**src/rtl/wb_pkg.sv**
```systemverilog
// Shared types and constants for the register-file writeback path.
package wb_pkg;

  localparam int XLEN   = 64;
  localparam int REG_AW = 5;

  typedef struct packed {
    logic [REG_AW-1:0] rd;
    logic [XLEN-1:0]   data;
  } wb_req_t;

endpackage

```
**src/rtl/wb_fifo.sv**
```systemverilog
// Synchronous FIFO of writeback requests with occupancy, full and empty flags.
module wb_fifo
  import wb_pkg::*;
#(
  parameter  int DEPTH = 4,
  localparam int AW    = $clog2(DEPTH),
  localparam int CW    = $clog2(DEPTH + 1)
) (
  input  logic          clk,
  input  logic          rst_n,
  input  logic          push,
  input  wb_req_t       din,
  input  logic          pop,
  output wb_req_t       dout,
  output logic [CW-1:0] count,
  output logic          full,
  output logic          empty
);

  wb_req_t         mem [DEPTH];
  logic [AW-1:0]   wr_ptr;
  logic [AW-1:0]   rd_ptr;
  logic            do_push;
  logic            do_pop;

  assign full    = (count == CW'(DEPTH));
  assign empty   = (count == '0);
  assign do_pop  = pop && !empty;
  assign do_push = push && (!full || do_pop);
  assign dout    = mem[rd_ptr];

  // NOTE: storage has no reset; only pointers and count define validity, so
  // clearing the array would add reset fan-out for no functional gain.
  always_ff @(posedge clk) begin
    if (do_push) mem[wr_ptr] <= din;
  end

  // Pointers wrap naturally because DEPTH is a power of two.
  always_ff @(posedge clk or negedge rst_n) begin
    if (!rst_n) begin
      wr_ptr <= '0;
      rd_ptr <= '0;
      count  <= '0;
    end else begin
      if (do_push) wr_ptr <= wr_ptr + 1'b1;
      if (do_pop)  rd_ptr <= rd_ptr + 1'b1;
      case ({do_push, do_pop})
        2'b10:   count <= count + 1'b1;
        2'b01:   count <= count - 1'b1;
        default: count <= count;
      endcase
    end
  end

endmodule

```
**src/rtl/wb_arbiter.sv**
```systemverilog
// Writeback arbiter: ALU results win the register-file port, late results queue
// in a FIFO, and a scoreboard tracks destinations still awaiting a late result.
module wb_arbiter
  import wb_pkg::*;
#(
  parameter  int DEPTH = 4,
  parameter  int CNT_W = 16,
  localparam int CW    = $clog2(DEPTH + 1)
) (
  input  logic              clk,
  input  logic              rst_n,
  input  logic              alu_valid,
  input  logic [REG_AW-1:0] alu_rd,
  input  logic [XLEN-1:0]   alu_data,
  input  logic              ll_valid,
  output logic              ll_ready,
  input  logic [REG_AW-1:0] ll_rd,
  input  logic [XLEN-1:0]   ll_data,
  input  logic              iss_valid,
  input  logic [REG_AW-1:0] iss_rd,
  output logic              rf_we,
  output logic [REG_AW-1:0] rf_rd,
  output logic [XLEN-1:0]   rf_wd,
  output logic [31:0]       pend,
  output logic [CW-1:0]     ll_count,
  output logic [CNT_W-1:0]  blk_cnt
);

  wb_req_t     head;
  wb_req_t     ll_req;
  logic        fifo_full;
  logic        fifo_empty;
  logic        alu_win;
  logic        pop;
  logic        push;
  logic [31:0] pend_nxt;

  // Writes to x0 are architecturally void, so they neither win nor block.
  assign alu_win  = alu_valid && (alu_rd != '0);
  assign pop      = !alu_win && !fifo_empty;
  assign ll_ready = !fifo_full;
  assign push     = ll_valid && ll_ready && (ll_rd != '0);
  assign ll_req   = '{rd: ll_rd, data: ll_data};

  wb_fifo #(.DEPTH(DEPTH)) u_fifo (
    .clk   (clk),
    .rst_n (rst_n),
    .push  (push),
    .din   (ll_req),
    .pop   (pop),
    .dout  (head),
    .count (ll_count),
    .full  (fifo_full),
    .empty (fifo_empty)
  );

  // NOTE: state registers use non-blocking assignments so every flop samples
  // pre-edge values regardless of process evaluation order.
  always_ff @(posedge clk or negedge rst_n) begin
    if (!rst_n) begin
      rf_we <= 1'b0;
      rf_rd <= '0;
      rf_wd <= '0;
    end else if (alu_win) begin
      rf_we <= 1'b1;
      rf_rd <= alu_rd;
      rf_wd <= alu_data;
    end else if (pop) begin
      rf_we <= 1'b1;
      rf_rd <= head.rd;
      rf_wd <= head.data;
    end else begin
      rf_we <= 1'b0;
    end
  end

  // NOTE: default assignment first so no path through this block infers a latch.
  always_comb begin
    pend_nxt = pend;
    if (pop) pend_nxt[head.rd] = 1'b0;
    if (iss_valid && (iss_rd != '0)) pend_nxt[iss_rd] = 1'b1;
    pend_nxt[0] = 1'b0;
  end

  // Clearing on the pop edge makes the bit drop exactly when rf_we rises.
  always_ff @(posedge clk or negedge rst_n) begin
    if (!rst_n) pend <= '0;
    else        pend <= pend_nxt;
  end

  always_ff @(posedge clk or negedge rst_n) begin
    if (!rst_n)                                     blk_cnt <= '0;
    else if (!fifo_empty && alu_win && blk_cnt != '1) blk_cnt <= blk_cnt + 1'b1;
  end

  a_iss_pending: assert property (@(posedge clk) disable iff (!rst_n)
    (iss_valid && iss_rd != '0) |-> !pend[iss_rd]);
  a_alu_waw: assert property (@(posedge clk) disable iff (!rst_n)
    (alu_valid && alu_rd != '0) |-> !pend[alu_rd]);
  a_ll_orphan: assert property (@(posedge clk) disable iff (!rst_n)
    (ll_valid && ll_rd != '0) |-> pend[ll_rd]);

endmodule

```
**config.mk**
```make
export PLATFORM = sky130hd
export DESIGN_NAME = wb_arbiter
export DESIGN_NICKNAME = d
export VERILOG_FILES = /design/src/rtl/wb_pkg.sv /design/src/rtl/wb_fifo.sv /design/src/rtl/wb_arbiter.sv
export SDC_FILE = /design/constraint.sdc
export NUM_CORES = 1
export LEC_CHECK = 0
export BUFFER_PORTS_ARGS = -buffer_cell sky130_fd_sc_hd__buf_2
export CAP_MARGIN = 0
export CELL_PAD_IN_SITES_DETAIL_PLACEMENT = 0
export CELL_PAD_IN_SITES_GLOBAL_PLACEMENT = 1
export CORE_MARGIN = 3
export CORE_UTILIZATION = 46
export CTS_CLUSTER_SIZE = 28
export DETAILED_ROUTE_END_ITERATION = 8
export GPL_TIMING_DRIVEN = 0
export PLACE_DENSITY_LB_ADDON = 0.1
export RECOVER_POWER = 100
export SLEW_MARGIN = 30
export SYNTH_ARGS = -nofsm -noshare
export SYNTH_HDL_FRONTEND = slang
export SYNTH_SLANG_ARGS = --single-unit
```
**constraint.sdc**
```tcl
create_clock -name clk -period 3.85 [get_ports clk]
set_input_delay 0 -clock clk [delete_from_list [all_inputs] [get_ports clk]]
set_output_delay 0 -clock clk [all_outputs]
set_load 0.01 [all_outputs]
```
==> summary.txt, run 1 <==
setup_tns: 0 ns
routed vias: 10300
Setup-failing EPs final: 0
clock skew: 0.0138 ns
Post-synth EDFFs: 276
Req. time, crit path: 4.06 ns
post-synth top area cell: edfxtp_1
slew margin rel.: -43.3%
TritonCTS Buffers: 42
post-CTS setup buffers: 0
post-synth cell types: 45
Die Y: 192 µm
std cell rows: 67
Crit Path Category: register to register
area delta synth->final: 29.0%
Mapped Area: 15900 µm²
Critical R2R Launch: u_fifo.count[1]
DIE AREA: 36900 µm²
Cell Pwr Density: 729 nW/µm²
Initial Util: 47.1%
dpl cell area: 18000 µm²
layout cells sized above 1: 17.1%
Detail Placement HPWL: 25200 µm
WHS: 0.0425 ns
RSZ-0062 raised after global routing: no
DRC: 0
commonest non-fill, non-tap cells in the layout: edfxtp_1 (276), clkbuf_1 (225), dlygate4sd3_1 (150), nand2_1 (145), dfrtp_1 (124)
Worst Reg2Reg Path Length in Cells: 5
worst-skew pair later-pin latency: 0.54 ns
H-tree levels: 2
fillers: 2750
Crit Reg-Reg Endpoint: u_fifo.mem[3][34]
sequential share of the synthesized area: 71.4%
failing checks: max-capacitance violations, max-slew violations
Yosys reg bits: 400
status: finished with violations
hold endpoint: pend[16]
Max rail drop VDD: 0.416 mV
CTS tree: done
PortBufs: 265
Hold Path Origin: iss_valid
antenna-violating nets left: 0
CP Data Arrival Time: 3.22 ns
fmax: 0.333 GHz
Worst-Margin Slew: 2.15 ns
Pwr Total: 15.0 mW
total I/O pin count: 270
largest net degree at the start of global routing: 71
endpoint class of the critical path: register
DR vias/cell: 5.21
fin nets: 1655
Cells after Synth: 1035
most common cell after layout, fill and taps aside: edfxtp_1
vias in the first global route: 10700
clock sinks: 400
DRT Wirelength: 39400 µm
CP cell instances: nor2_1, nand2_1, o211a_1, and2_1, buf_16
Slew Limit Fails: 59
WL/cell: 19.8 µm
CP max stage delay: 1.39 ns
switching portion of total power: 32.1%
core area: 33900 µm²
DR pass1 iterations: 5
fraction of registers with async set/reset: 31.0%
syn_nets: 1190
first-pass GRT wire length: 61000 µm
Die Wd: 192 µm
Critical path origin: u_fifo.count[1]
Ys Warns: 0
type of origin of the critical path: register
Overflow after GRT: 0
min cycle time layout: 3.01 ns
initial antenna violation count: 2
final hold vios: 0
sequential share of power: 42.0%
Top FF cell, synth: edfxtp_1
PostCTS Resize Cnt: 0
Psw: 4.81 mW
top-area cell type share of the netlist area: 52.0%
max-cap violations: 2
clk slew on worst S/H paths: 0.06 ns
power share of the clock group: 27.7%
Internal: 10.2 mW
hold crit path type: input pin to register
DRT iter0 DRCs: 716
CTS root buffer: clkbuf_16
Avg Cell Area, Syn: 15.4 µm²
Global Route Usage Sum: 21.4%
Pleak: 7.52 nW
post-route cell area: 20600 µm²
routability cong.: 0.764
slowest CP cell: and2_1
Hold Crit Depth: 4
Synth area leaders: edfxtp_1 (52%), dfrtp_1 (19%), mux4_2 (9.7%)
worst-path fanout max: 39
Combinational Power Share: 30.3%
CTS max path bufs: 3
Tcrit/Tclk final: 78.1%
FF-to-FF setup slack: 0.84 ns
## synth_stat cells, types with 11 or more instances
cell and instances:
a21oi_1 28, a31oi_1 82, buf_2 33, buf_4 15, dfrtp_1 124, edfxtp_1 276
mux4_2 69, nand2_1 145, nor2_1 119, nor3_1 13, nor3b_1 11, nor4_1 11
xor2_1 16
## metrics by stage
step                utilization (%)  setup slack, ns  instances
finish                         60.7            0.843       1984
detailed placement             53.1             1.31       1753
global route                   60.7            0.616       1984
global placement               52.7           -0.507       1748
CTS                            61.8             1.28       1982
floorplan                         -            0.852       1035
## layer usage
layer	vias to the layer above	track usage (%)	routed length, µm
li1	4850	-	-
met1	5144	30.8	17700
met2	296	34.7	18600
met3	40	4.00	2470
met4	0	4.46	541
met5	-	0	0
## cell families (layout without fill, tap and decap cells)
logic type               count (synthesis)  after routing  synth area share (%)
buffers and inverters                   64            563                  2.12
AND/OR/NAND/NOR                        345            345                  9.73
AO/OA/AOI/OAI                          123            123                  4.86
flip-flops                             400            400                  71.4
adder cells (fa/ha/maj)                  7              7                 0.596
other                                    1              3                0.0235
XOR/XNOR                                21             21                  1.15
multiplexers                            74             74                  10.1
## power groups by stage
stage,Clock [mW],Sequential (mW),Combinational [mW]
4_1_cts,4.24,6.27,4.87
5_1_grt,4.42,6.42,5.05
3_5_place_dp,0,6.35,4.72
2_1_floorplan,0,6.55,2.72
6_report,4.15,6.30,4.54
3_3_place_gp,0,6.40,4.61
## worst max path at each step
stage          slack, ns  cells after the start                end
2_1_floorplan       0.85                      4   u_fifo.mem[0][0]
3_3_place_gp       -0.51                      4  u_fifo.mem[1][32]
3_5_place_dp        1.31                      7    u_fifo.count[2]
4_1_cts             1.28                      7    u_fifo.count[2]
5_1_grt             0.62                      5  u_fifo.mem[3][34]
6_report            0.84                      5  u_fifo.mem[3][34]
## worst max-delay path: cells and delay by family (launching register included)
family / cells / cell delay, ns
buf+inv: 1 / 0.33
compound gates: 1 / 0.31
flops: 1 / 0.45
simple gates: 3 / 1.54
## flip-flops by register name, indices dropped and copies added (netlist names)
name / flops
blk_cnt: 16
pend: 31
rf_rd: 5
rf_wd: 64
rf_we: 1
u_fifo.count: 3
u_fifo.mem: 276
u_fifo.rd_ptr: 2
u_fifo.wr_ptr: 2
## what timing repair did
item / 4_1_cts / 5_1_grt
setup endpoints to repair: 0 / 0
hold buffers: 151 / 0
endpoints found under the hold margin: 483 / 0
## area by class of cell
| type | count | area [µm²] | area share [%] |
|---|---|---|---|
| clock buffer | 60 | 1190 | 5.78 |
| buffer | 60 | 309 | 1.50 |
| antenna | 2 | 5.00 | 0.0243 |
| clock inverter | 18 | 238 | 1.16 |
| sequential | 400 | 11400 | 55.4 |
| multi-input combinational | 571 | 4190 | 20.3 |
| timing repair buffer | 421 | 2680 | 13.0 |
| tap | 448 | 561 | 2.72 |
| inverter | 4 | 15.0 | 0.0730 |
No activity file was read; power rests on OpenSTA's default activity.
==> run 2, diff against run 1 <==
clock period = 3.15 ns   (was 3.85 ns; I/O delays follow)
==> run 2 against run 1 <==
- the flow still finishes with violations (max-capacitance violations, max-slew violations)
- first-iteration DRC count down 0.42%
- die area unchanged
- power rose by 23%
- flip-flop and latch count did not move
- routed wire length about the same
- global-route usage stayed put
- sequential share of layout area is 0.17 points lower
- final cell count unchanged
- clock skew about the same
- maximum frequency grew 12%
- utilization up 0.19 points
- critical path type unchanged
- critical endpoint is now rf_rd[4]
==> summary.txt, run 2 (synthesis gave the netlist of run 1 again) <==
Crit Path Category: register to register
DRC: 0
Cell Pwr Density: 891 nW/µm²
Slew Limit Fails: 28
core area: 33900 µm²
Psw: 5.90 mW
DRT iter0 DRCs: 713
PortBufs: 265
switching portion of total power: 32.1%
CTS max path bufs: 3
DRT Wirelength: 39400 µm
failing checks: max-capacitance violations, max-slew violations
most common cell after layout, fill and taps aside: edfxtp_1
endpoint class of the critical path: register
largest net degree at the start of global routing: 71
fillers: 2743
antenna-violating nets left: 0
type of origin of the critical path: register
worst-skew pair later-pin latency: 0.54 ns
initial antenna violation count: 2
slew margin rel.: -41.6%
sequential share of power: 41.9%
max-cap violations: 1
setup_tns: 0 ns
Global Route Usage Sum: 21.4%
first-pass GRT wire length: 61000 µm
routed vias: 10400
Die Y: 192 µm
DR pass1 iterations: 5
routability cong.: 0.764
cts hold-fix bufs: 151
total I/O pin count: 270
Req. time, crit path: 3.57 ns
Detail Placement HPWL: 25200 µm
Hold Path Origin: iss_valid
min cycle time layout: 2.68 ns
clk slew on worst S/H paths: 0.06 ns
biggest regs: u_fifo.mem x276, rf_wd x64, pend x31
power share of the clock group: 27.7%
Post-Place Cells: 1753
vias in the first global route: 10700
Initial Util: 47.1%
Pwr Total: 18.4 mW
hold crit path type: input pin to register
fin nets: 1655
Finished Layout Cells: 1984
CTS root buffer: clkbuf_16
WL/cell: 19.8 µm
Worst-Margin Slew: 2.12 ns
Biggest register: u_fifo.mem
Tcrit/Tclk final: 85.2%
DIE AREA: 36900 µm²
final hold vios: 0
Pleak: 7.54 nW
RSZ-0062 raised after global routing: no
status: finished with violations
Max rail drop VDD: 0.508 mV
std cell rows: 67
Internal: 12.5 mW
CP Data Arrival Time: 3.11 ns
H-tree levels: 2
PostCTS Resize Cnt: 0
Critical R2R Launch: u_fifo.count[0]
worst-path fanout max: 10
Combinational Power Share: 30.5%
clock sinks: 400
layout cells sized above 1: 17.3%
clock skew: 0.0136 ns
Die Wd: 192 µm
CTS tree: done
Overflow after GRT: 0
post-CTS setup buffers: 0
DR vias/cell: 5.23
Critical path origin: u_fifo.count[0]
commonest non-fill, non-tap cells in the layout: edfxtp_1 (276), clkbuf_1 (223), dlygate4sd3_1 (150), nand2_1 (145), dfrtp_1 (124)
Setup-failing EPs final: 0
TritonCTS Buffers: 42
area delta synth->final: 29.4%
fmax: 0.373 GHz
Largest register FFs: 276
[run 2: cell types whose count changed in the layout (fill, tap and decap cells not counted)]
cell / before / now
a211oi_1: 1 / 0
a211oi_4: 0 / 1
and2_1: 1 / 0
and2_2: 0 / 4
and2_4: 3 / 0
buf_12: 1 / 3
buf_16: 2 / 3
buf_2: 96 / 97
clkbuf_1: 225 / 223
clkbuf_2: 3 / 1
[run 2: final cells by class]
type	count	area, µm²	area share, %
antenna	2	5.00	0.0242
buffer	60	312	1.51
clock buffer	60	1190	5.77
clock inverter	18	238	1.15
inverter	4	15.0	0.0727
multi-input combinational	571	4200	20.3
sequential	400	11400	55.2
tap	448	561	2.72
timing repair buffer	421	2730	13.2
[run 2: power groups by stage]
stage          clock network (mW)  logic (mW)  registers, mW
2_1_floorplan                   0        3.33           8.01
3_3_place_gp                    0        5.63           7.82
3_5_place_dp                    0        5.77           7.76
4_1_cts                      5.18        5.95           7.66
5_1_grt                      5.41        6.22           7.83
6_report                     5.08        5.61           7.69
[run 2: worst paths after layout]
| kind | slack [ns] | cells after the start | to |
|---|---|---|---|
| max in group asynchronous | 0.73 | 3 | rf_wd[32] |
| setup / recovery | 0.47 | 6 | rf_rd[4] |
| hold reg to reg | 0.50 | 1 | blk_cnt[7] |
| setup reg to reg | 0.47 | 6 | rf_rd[4] |
| min in group asynchronous | 1.18 | 3 | pend[30] |
| hold / removal | 0.04 | 4 | pend[16] |
[run 2: per-stage QoR]
step / area (µm²) / utilization, % / setup slack, ns / hold WS [ns]
final: 20600 / 60.9 / 0.466 / 0.0361
after detailed placement: 18000 / 53.1 / 0.610 / -0.0301
after floorplan: 15900 / - / 0.152 / -0.296
after global placement: 17800 / 52.7 / -1.21 / 0.215
after CTS: 20900 / 61.8 / 0.583 / 0.00376
after global routing: 20600 / 60.9 / 0.275 / 0.0643
[run 2: worst max-delay path, cell delays in order, from the launching register on]
cell and delay [ns]:
dfrtp_1 0.46, or3_1 0.14, clkbuf_1 0.62, clkbuf_2 0.49
mux2i_1 0.22, o21ai_0 0.08, dlygate4sd3_1 0.56
[run 2: layer usage]
metal	routed length [µm]	GRT usage, %	share of wire [%]	vias to the layer above
li1	-	-	-	4851
met1	17800	30.8	45	5188
met2	18600	34.7	47	306
met3	2330	4.00	5.9	40
met4	542	4.46	1.4	0
met5	0	0	0	-
==> run 3, diff against run 2 <==
CORE_UTILIZATION = 30   (was 46)
MAX_ROUTING_LAYER = met4   (was default)
clock period = 2.7 ns   (was 3.15 ns; I/O delays follow)
==> run 3 against run 2 <==
- routed wire length is 16% higher
- worst setup slack worse by 0.28 ns
- via count is 1.0% higher
- utilization is 20 points lower
- first-iteration DRC count is 21% lower
- die area is 51% higher
- the run now ends clean
- flip-flop and latch count stayed put
==> summary.txt, run 3 (synthesis gave the netlist of run 1 again) <==
status: completed
CTS tree: done
type of origin of the critical path: register
Cell Pwr Density: 1040 nW/µm²
Setup-failing EPs final: 0
hold crit path type: input pin to register
DRT Wirelength: 45800 µm
slowest CP cell: and2_0
Biggest register: u_fifo.mem
vias in the first global route: 11100
endpoint class of the critical path: register
post-CTS setup buffers: 0
worst path buffer plus inverter count: 1
DRT iter0 DRCs: 566
Detail Placement HPWL: 30100 µm
Critical path origin: u_fifo.count[1]
Die Wd: 237 µm
Global Route Usage Sum: 16.7%
fmax: 0.398 GHz
most common cell after layout, fill and taps aside: edfxtp_1
biggest regs: u_fifo.mem x276, rf_wd x64, pend x31
fin nets: 1668
Slew Limit Fails: 0
TritonCTS Buffers: 46
layout cells sized above 1: 17.7%
largest net degree at the start of global routing: 67
worst-path fanout max: 30
std cell rows: 83
Tcrit/Tclk final: 93.0%
CP cell instances: nor2_1, nand2_1, o211a_1, and2_0, buf_6
antenna-violating nets left: 0
initial antenna violation count: 4
DIE AREA: 56000 µm²
end of the critical path: u_fifo.mem[2][27]
dpl cell area: 18300 µm²
Top delay family on crit path: simple AND/OR/NAND/NOR gates
CTS max path bufs: 3
min cycle time layout: 2.51 ns
clock skew: 0.0191 ns
Max rail drop VDD: 0.444 mV
RSZ-0062 raised after global routing: no
CP max stage delay: 0.64 ns
first-pass GRT wire length: 69400 µm
Pleak: 7.63 nW
DR pass1 iterations: 4
clk slew on worst S/H paths: 0.06 ns
FF-to-FF setup slack: 0.19 ns
routability cong.: 0.721
Critical R2R Launch: u_fifo.count[1]
setup slack after layout: 0.188 ns
Hold Crit Depth: 5
routed vias: 10500
DR vias/cell: 4.70
H-tree levels: 2
commonest non-fill, non-tap cells in the layout: edfxtp_1 (276), clkbuf_1 (220), dlygate4sd3_1 (156), nand2_1 (145), dfrtp_1 (124)
Crit Path Category: register to register
Largest register FFs: 276
pre-CTS WS: 0.00384 ns
post-route cell area: 21100 µm²
PortBufs: 265
CTS root buffer: clkbuf_16
DRC: 0
area delta synth->final: 32.4%
Worst-Margin Slew: 1.27 ns
Req. time, crit path: 2.92 ns
core area: 51900 µm²
Initial Util: 30.7%
clock sinks: 400
Overflow after GRT: 0
slew margin rel.: 15.3%
WL/cell: 20.5 µm
max-cap violations: 0
CP Data Arrival Time: 2.73 ns
final hold vios: 0
Worst Reg2Reg Path Length in Cells: 5
CP Depth: 5
Crit Reg-Reg Endpoint: u_fifo.mem[2][27]
worst-skew pair later-pin latency: 0.57 ns
Die Y: 237 µm
total I/O pin count: 270
==> run 3: cell count changes in the layout (fill, tap and decap cells not counted), moves of 3 or more <==
cell	change
clkbuf_1	-3
dlygate4sd3_1	+6
clkbuf_16	+6
clkinv_1	+5
==> run 3: routing by layer <==
layer	vias to the layer above	share of wire (%)	routed length, µm	global-route usage (%)
li1	4880	-	-	-
met1	5331	45	20800	22.2
met2	223	49	22300	26.8
met3	60	4.1	1860	2.85
met4	0	1.9	892	4.40
met5	-	0	0	-
==> run 3: how the worst min path moves through the flow <==
stage | start | to | slack [ns]
global route | iss_rd[2] | pend[22] | 0.15
detailed placement | rst_n | pend[6] | -0.01
global placement | ll_data[20] | u_fifo.mem[2][20] | 0.22
floorplan | rst_n | blk_cnt[0] | -0.30
finish | iss_rd[2] | pend[22] | 0.1
CTS | iss_rd[2] | pend[22] | 0.06
==> run 3: where the power goes <==
part | total (mW) | internal (mW) | switching [mW] | leakage [nW]
Clock | 6.15 | 3.68 | 2.47 | 0.730
Sequential | 9.01 | 8.26 | 0.748 | 3.97
Combinational | 6.79 | 2.79 | 4.00 | 2.93
Total | 21.9 | 14.7 | 7.22 | 7.63
==> run 3: per-stage QoR <==
step	power [mW]	setup TNS, ns	util (%)	hold slack, ns	std cells
global route	23.3	0	40.7	0.150	2234
finish	21.9	0	40.7	0.0969	2234
global placement	16.0	-229.98	34.9	0.216	1980
CTS	22.7	0	41.3	0.0585	2231
floorplan	13.2	0	-	-0.296	1035
detailed placement	16.2	0	35.3	-0.00978	1989
==> run 3: worst register-to-register path, delay by kind of cell (launching register included) <==
| family | cells | cell delay [ns] |
|---|---|---|
| and+or+nand+nor | 3 | 0.89 |
| buffers and inverters | 1 | 0.41 |
| DFF | 1 | 0.52 |
| AOI/OAI and AO/OA | 1 | 0.32 |
==> run 3: cell type report <==
cell class,count,area (µm²)
antenna,3,7.51
buffer,59,312
clock buffer,63,1310
clock inverter,23,196
fill,5004,30800
inverter,4,15.0
multi-input combinational,571,4200
sequential,400,11400
tap,680,851
timing repair buffer,431,2830
==> run 3: repair_timing <==
action,CTS,global route
endpoints found under the hold margin,501,0
setup endpoints to repair,1,1
gates resized for setup,0,1
hold buffers,157,0
